$ cat src/rtl/pipe_adder.sv
// pipe_adder -- ripple-carry adder split into STAGES pipelined slices.
//
// Each stage adds one SEG = WIDTH/STAGES bit slice and passes its carry to the
// next stage, so the carry ripples one slice per clock. A single global
// "advance" (output empty or being consumed) shifts every stage at once, so
// a stalled output freezes the whole pipe, bubbles included.
//
// Parameters: WIDTH (operand/sum bits, multiple of STAGES), STAGES (>= 1).
// Ports:
//   clk, rst_n            clock, asynchronous active-low reset
//   a, b, c, in_valid     operands, carry-in, request valid
//   in_ready              operation accepted this cycle (== advance)
//   sum, c_out, out_valid {c_out,sum} = a+b+c, result valid
//   out_ready             downstream consumes the result
//   ovf                   signed overflow (only with PIPE_ADDER_OVF_EN)
// Optional feature macro: PIPE_ADDER_OVF_EN.

module pipe_adder_slice #(
  parameter int SEG = 4
) (
  input  logic [SEG-1:0] a,
  input  logic [SEG-1:0] b,
  input  logic           ci,
  output logic [SEG-1:0] s,
  output logic           co
);
  assign {co, s} = {1'b0, a} + {1'b0, b} + {{SEG{1'b0}}, ci};
endmodule

module pipe_adder #(
  parameter int WIDTH  = 16,
  parameter int STAGES = 4
) (
  input  logic             clk,
  input  logic             rst_n,
  input  logic [WIDTH-1:0] a,
  input  logic [WIDTH-1:0] b,
  input  logic             c,
  input  logic             in_valid,
  output logic             in_ready,
  output logic [WIDTH-1:0] sum,
  output logic             c_out,
  output logic             out_valid,
  input  logic             out_ready
`ifdef PIPE_ADDER_OVF_EN
  ,
  output logic             ovf
`endif
);
  localparam int SEG = WIDTH / STAGES;
  // Unadded B bits shrink by SEG per stage; they live back to back in b_flat.
  // Stage k (k >= 1) reads WIDTH-k*SEG bits at offset (k-1)*WIDTH - SEG*(k-1)*k/2.
  localparam int B_TOT = (STAGES - 1) * WIDTH - SEG * (STAGES - 1) * STAGES / 2;
  localparam int B_W   = (B_TOT > 0) ? B_TOT : 1;

  logic                         advance;
  logic [STAGES:0]              vld_pipe;
  // acc holds finished sum bits at the top and unadded A bits at the bottom;
  // each stage shifts right by SEG and inserts its slice sum at the top.
  logic [STAGES:0][WIDTH-1:0]   acc_pipe;
  logic [STAGES:0]              cy_pipe;
  logic [B_W-1:0]               b_flat;

  assign advance     = !out_valid || out_ready;
  assign in_ready    = advance;

  assign vld_pipe[0] = in_valid;
  assign acc_pipe[0] = a;
  assign cy_pipe[0]  = c;

  assign out_valid   = vld_pipe[STAGES];
  assign sum         = acc_pipe[STAGES];
  assign c_out       = cy_pipe[STAGES];

  for (genvar k = 0; k < STAGES; k++) begin : g_stage
    localparam int BW    = WIDTH - k * SEG;
    localparam int B_OFF = (k - 1) * WIDTH - SEG * (k - 1) * k / 2;
    localparam int N_OFF = k * WIDTH - SEG * k * (k + 1) / 2;

    logic [BW-1:0]    b_i;
    logic [SEG-1:0]   s;
    logic             co;
    logic             v_r;
    logic             c_r;
    logic [WIDTH-1:0] acc_r;

    if (k == 0) begin : g_b_in
      assign b_i = b;
    end else begin : g_b_pipe
      assign b_i = b_flat[B_OFF +: BW];
    end

    pipe_adder_slice #(.SEG(SEG)) u_slice (
      .a  (acc_pipe[k][SEG-1:0]),
      .b  (b_i[SEG-1:0]),
      .ci (cy_pipe[k]),
      .s  (s),
      .co (co)
    );

    // Data only loads with a valid op so idle operands never reach outputs.
    always_ff @(posedge clk or negedge rst_n) begin
      if (!rst_n) begin
        v_r   <= 1'b0;
        c_r   <= 1'b0;
        acc_r <= '0;
      end else if (advance) begin
        v_r <= vld_pipe[k];
        if (vld_pipe[k]) begin
          c_r   <= co;
          acc_r <= (acc_pipe[k] >> SEG) | (WIDTH'(s) << (WIDTH - SEG));
        end
      end
    end

    assign vld_pipe[k+1] = v_r;
    assign acc_pipe[k+1] = acc_r;
    assign cy_pipe[k+1]  = c_r;

    if (k < STAGES - 1) begin : g_b_reg
      logic [BW-SEG-1:0] b_r;
      always_ff @(posedge clk or negedge rst_n) begin
        if (!rst_n)                     b_r <= '0;
        else if (advance && vld_pipe[k]) b_r <= b_i[BW-1:SEG];
      end
      assign b_flat[N_OFF +: BW-SEG] = b_r;
    end

`ifdef PIPE_ADDER_OVF_EN
    // The last stage sees the operand MSB slices and produces the sum MSB,
    // so overflow is formed here and stays aligned with its result.
    if (k == STAGES - 1) begin : g_ovf
      logic ovf_r;
      always_ff @(posedge clk or negedge rst_n) begin
        if (!rst_n)       ovf_r <= 1'b0;
        else if (advance) ovf_r <= vld_pipe[k] &&
                                   (acc_pipe[k][SEG-1] == b_i[SEG-1]) &&
                                   (s[SEG-1] != acc_pipe[k][SEG-1]);
      end
      assign ovf = ovf_r;
    end
`endif
  end
endmodule

$ cat config.mk
export PLATFORM = sky130hd
export DESIGN_NAME = pipe_adder
export DESIGN_NICKNAME = d
export VERILOG_FILES = /design/src/rtl/pipe_adder.sv
export SDC_FILE = /design/constraint.sdc
export NUM_CORES = 1
export LEC_CHECK = 0
export BUFFER_PORTS_ARGS = -buffer_cell sky130_fd_sc_hd__buf_2
export CORE_UTILIZATION = 40
export DETAILED_ROUTE_END_ITERATION = 8
export RECOVER_POWER = 25
export REMOVE_ABC_BUFFERS = 1
export SYNTH_ARGS = -nofsm -noshare
export SYNTH_HDL_FRONTEND = slang
export SYNTH_HIERARCHICAL = 1
export SYNTH_SLANG_ARGS = --single-unit
$ cat constraint.sdc
create_clock -name clk -period 4.8 [get_ports clk]
set_input_delay 0.48 -clock clk [delete_from_list [all_inputs] [get_ports clk]]
set_output_delay 0.48 -clock clk [all_outputs]
set_load 0.01 [all_outputs]
======== After elaboration in Yosys (flattened, before gate mapping) ========
Index checks and enable logic that the tools add are counted.
storage, ports and cells
  logic and storage cells ................. 36
  output and inout bits ................... 19
  input port bits ......................... 37
  bits in registers ....................... 96
operators by class
  add/subtract/negate cells ............... 8
  bitwise logic cells ..................... 4
  reductions and logical operators ........ 9
operators by type and width
  operator             number
  $or A12 B16 Y16      4
  $add A4 B4 Y5        4
  $add A5 B1 Y5        4
  $reduce_and A2 Y1    4
  $logic_and A1 B1 Y1  3
  $logic_not A1 Y1     1
  $logic_or A1 B1 Y1   1

======== Logic depth before layout (Yosys ltp) ========
  depth in word-level cells ............... 3
  mapped depth ............................ 7
  depth with buffers taken out ............ 7

======== By module ========
The synthesis kept the hierarchy.
modules (own cells, without submodules)
  module            instances  seq. area each (sq um)  cells each  area each (sq um)
  pipe_adder        1          2,402.3                 209         4,005.1
  pipe_adder_slice  4          0.0                     16          143.9

======== Least setup slack after synthesis ========
No wires, ideal clock.
  path type ............................... input -> register
  start point ............................. in a[0]
  end point ............................... reg g_stage[0].c_r
  path buffers ............................ 0
  setup time .............................. 0.125 ns
  cell stages on the path ................. 7
  data required time ...................... 4.675 ns
  data arrival time ....................... 1.647 ns
  setup slack ............................. 3.028 ns
  cell sequence ........................... fa_1 inv_1 fa_1 nor2b_1 o21ai_0 nand2b_1 mux2_4
on the way
  word-level cells in the longest chain between the ends .. 2
RTL lines
  what                     RTL line  RTL
  from (decl)              36        input logic [WIDTH-1:0] a,
  $add A4 B4 Y5            27        assign {co, s} = {1'b0, a} + {1'b0, b} + {{SEG{1'b0}}, ci};
  $add A5 B1 Y5            27
  named net g_stage[0].co  82        logic co;
  to (signal assigned)     110       c_r <= co;
  to (decl)                84        logic c_r;
The timed path passes the listed nets, and every way through them passes these cells.
A chain may end at the register's enable or synchronous reset.

======== Worst setup path in the final report ========
  start point ............................. reg g_stage[3].v_r (netlist: out_valid)
  end point ............................... reg g_stage[1].g_b_reg.b_r[0]
on the way
  word-level cells in the longest chain between the ends .. 3
RTL lines
  what                    RTL line  RTL
  from (decl)             83        logic v_r;
  from (signal assigned)  108       v_r <= vld_pipe[k];
  $logic_not A1 Y1        64        assign advance = !out_valid || out_ready;
  $logic_or A1 B1 Y1      64
  $logic_and A1 B1 Y1     124       else if (advance && vld_pipe[k]) b_r <= b_i[BW-1:SEG];
  to (signal assigned)    124
  to (decl)               121       logic [BW-SEG-1:0] b_r;
No other way between the ends.

==> impl_metrics.toml <==
[outcome]
outcome = "complete, but fails checks"
violations = "capacitance limit, slew limit"

[logic_synthesis]
yosys_warnings = 6
synth_top_area_cell = "dfrtp_1"
syn-cell-area_um2 = 4580
synth_edf_count = 0
synthTopCellsByCount = "dfrtp_1, mux2_4, inv_1"
ys_seq_area_share_pct = 52.4
syn_avg_cell_area_um2 = 16.8
ys.flop_type = "dfrtp_1"
synthCells = 273
synth_top_area_share_pct = 52.4
yosys.cell_types.count = 19
synth_area_leaders = "dfrtp_1, mux2_4, mux2_2"
async_flop_share_pct = 100
synth-seq-cells = 96
synth.most_common_cell = "dfrtp_1"

[sta]
drv_slew = 51
finalCritPeriodShare_pct = 56.6
setup_viol = 0
relSlewSlack_pct = -76.5
skew_ps = 5.71
setup_tns_ps = 0
rsz0062_at_grt = "no"
worstMarginPinSlew_ps = 2650
min_period_ps = 2720
clock.fmax_ghz = 0.368
finalHoldViolCount = 0

[drt]
vias = 2207
routed_wl_mm = 6.77
drt-wirelength-per-cell_um = 14.2
firstDrtPassIters = 3
ant_nets = 0
drtIter0Drc = 68
viasPerCell = 4.63
drc = 0

[cts]
cts_buffers = 9
cts_hold_buf = 0
htreeDepth = 3
cts_resized = 0
clock_path_buffers = 2
clkSlewWorstSetupHoldPaths_ps = 70
root_buffer = "clkbuf_16"
insertion_delay_ps = 330
postCtsSetupRepairBufs = 0
cts_sinks = 96
cts_tree = "built"

[grt]
antenna_found_initial = 0
grt_overflow = 0
grt_usage_pct = 12.8
grt_first_pass_wirelength_mm = 11.4
grt_pass1_vias = 2366
grt_max_degree = 51

[worst_setup_path]
r2r_start = "out_valid"
critPathMaxStageDelay_ps = 1230
arrival_ps = 2930
cp_slowest_cell = "nand2_1"
crit_start = "out_valid"
critPathBufInv = 1
cpLargestDelayFamily = "simple AND/OR/NAND/NOR gates"
crit_chain = "nor2b_4 > clkinvlp_2 > nand2_1 > mux2_2"
endpoint_kind = "flip-flop"
cp.required_ps = 5010
crit_type = "flip-flop to flip-flop"
startpoint_type = "flip-flop"
path_max_fanout = 26

[worst_hold_path]
hp-start = "a[10]"
hold_path_class = "primary input to flip-flop"

[floorplanning]
start_util_pct = 41.7
io_pins = 56
core_um2 = 11000
die_h_um = 109
fp-row-count = 38
die_w_um = 109
die_area_um2 = 11900

[placement]
gp_congestion = 0.690
place_hpwl_mm = 4.47
portBuffers = 55
place_area_um2 = 4880

[final_layout]
antenna_cells = 0
area_growth_pct = 12.7
drive_above_1_share_pct = 50.4
nets = 389
post-route-util_pct = 47.0
fin_area_um2 = 5160

[pwr]
switchingPower_mw = 1.06
intPower_mw = 2.55
switching_share_pct = 29.3
finalPower_mw = 3.61
clkPwrFrac_pct = 20.1
pwr-share-comb_pct = 40.8
power.leakage_nw = 2.59
p_seq_share_pct = 39.0
ir_drop_uv = 356
power.density_nw_per_um2 = 699

[run]
cap_violations = 2
[worst paths after layout]
kind	cells after the start	to	slack (ps)
worst max-delay path	4	g_stage[1].g_b_reg.b_r[0]	2080
worst min-delay path	2	g_stage[0].acc_r[6]	380
worst max register to register	4	g_stage[1].g_b_reg.b_r[0]	2080
worst min register to register	2	g_stage[0].v_r	490
max in group asynchronous	2	sum[8]	2090
min in group asynchronous	1	g_stage[0].acc_r[1]	980
[metal layers]
metal	share of wire (%)	global-route usage (%)	vias to the layer above	wire (µm)
met5	0	0	-	0
met4	1.3	4.34	0	87
met3	3.9	3.47	5	266
met2	49	21.2	36	3310
met1	46	16.0	1118	3110
li1	-	-	1048	-
[worst register-to-register path: cells and delay by family, from the launching register on]
family,cells,cell delay (ps)
buf+inv,1,400
flops,1,340
mux,1,450
simple gates,2,1410
[final cells by class]
type / instances / area, µm²
Fill cell: 962 / 5820
Sequential cell: 96 / 2400
Multi-Input combinational cell: 152 / 1930
Timing Repair Buffer: 56 / 280
Clock buffer: 12 / 256
Tap cell: 140 / 175
Inverter: 17 / 65.1
Clock inverter: 4 / 52.6
[kinds of logic (layout without fill, tap and decap cells)]
family	count (synthesis)	count (layout)	share of synthesized area, %
DFF	96	96	52.4
muxes	92	92	28.9
buffers and inverters	25	89	5.05
adders and majority gates	20	20	6.77
and+or+nand+nor	20	20	3.41
AOI/OAI and AO/OA	12	12	1.86
xor gates and xnor gates	8	8	1.53
[registers in the layout (all words and copies together) (netlist names)]
name and flops:
g_stage.acc_r 48, sum 16, g_stage.g_b_reg.b_r 24, out_valid 1, g_stage.c_r 3, c_out 1
g_stage.v_r 3
[through the flow]
stage                     instances  worst slack (ps)  hold WS, ps
after floorplan                 265              3030          184
after global placement          461              2890          482
after detailed placement        461              2850          491
after CTS                       477              2980          190
after global routing            477              1490          363
final                           477              2080          376
[power groups by stage]
stage          Combinational [mW]  Sequential, mW  Clock [mW]
2_1_floorplan                1.19            1.40           0
3_3_place_gp                 1.47            1.42           0
3_5_place_dp                 1.50            1.43           0
4_1_cts                      1.50            1.42       0.749
5_1_grt                      1.64            1.46       0.783
6_report                     1.47            1.41       0.727
[cell usage in the layout (no fill, tap or decap), types with 3 or more instances in the layout]
cell type   synthesis  layout
dfrtp_1            96      96
mux2_4             77      77
buf_2               0      53
inv_1              16      16
mux2_2             15      15
ha_1               12      12
clkbuf_16           0       9
xnor2_1             8       8
fa_1                8       8
nand2_1             6       7
nor2b_1             4       4
o21ai_0             4       4
nand2b_1            4       4
a21o_1              4       4
a21oi_2             4       4
clkbuf_1            0       3
clkinvlp_4          0       3
Power figures use the tool's default switching activity.
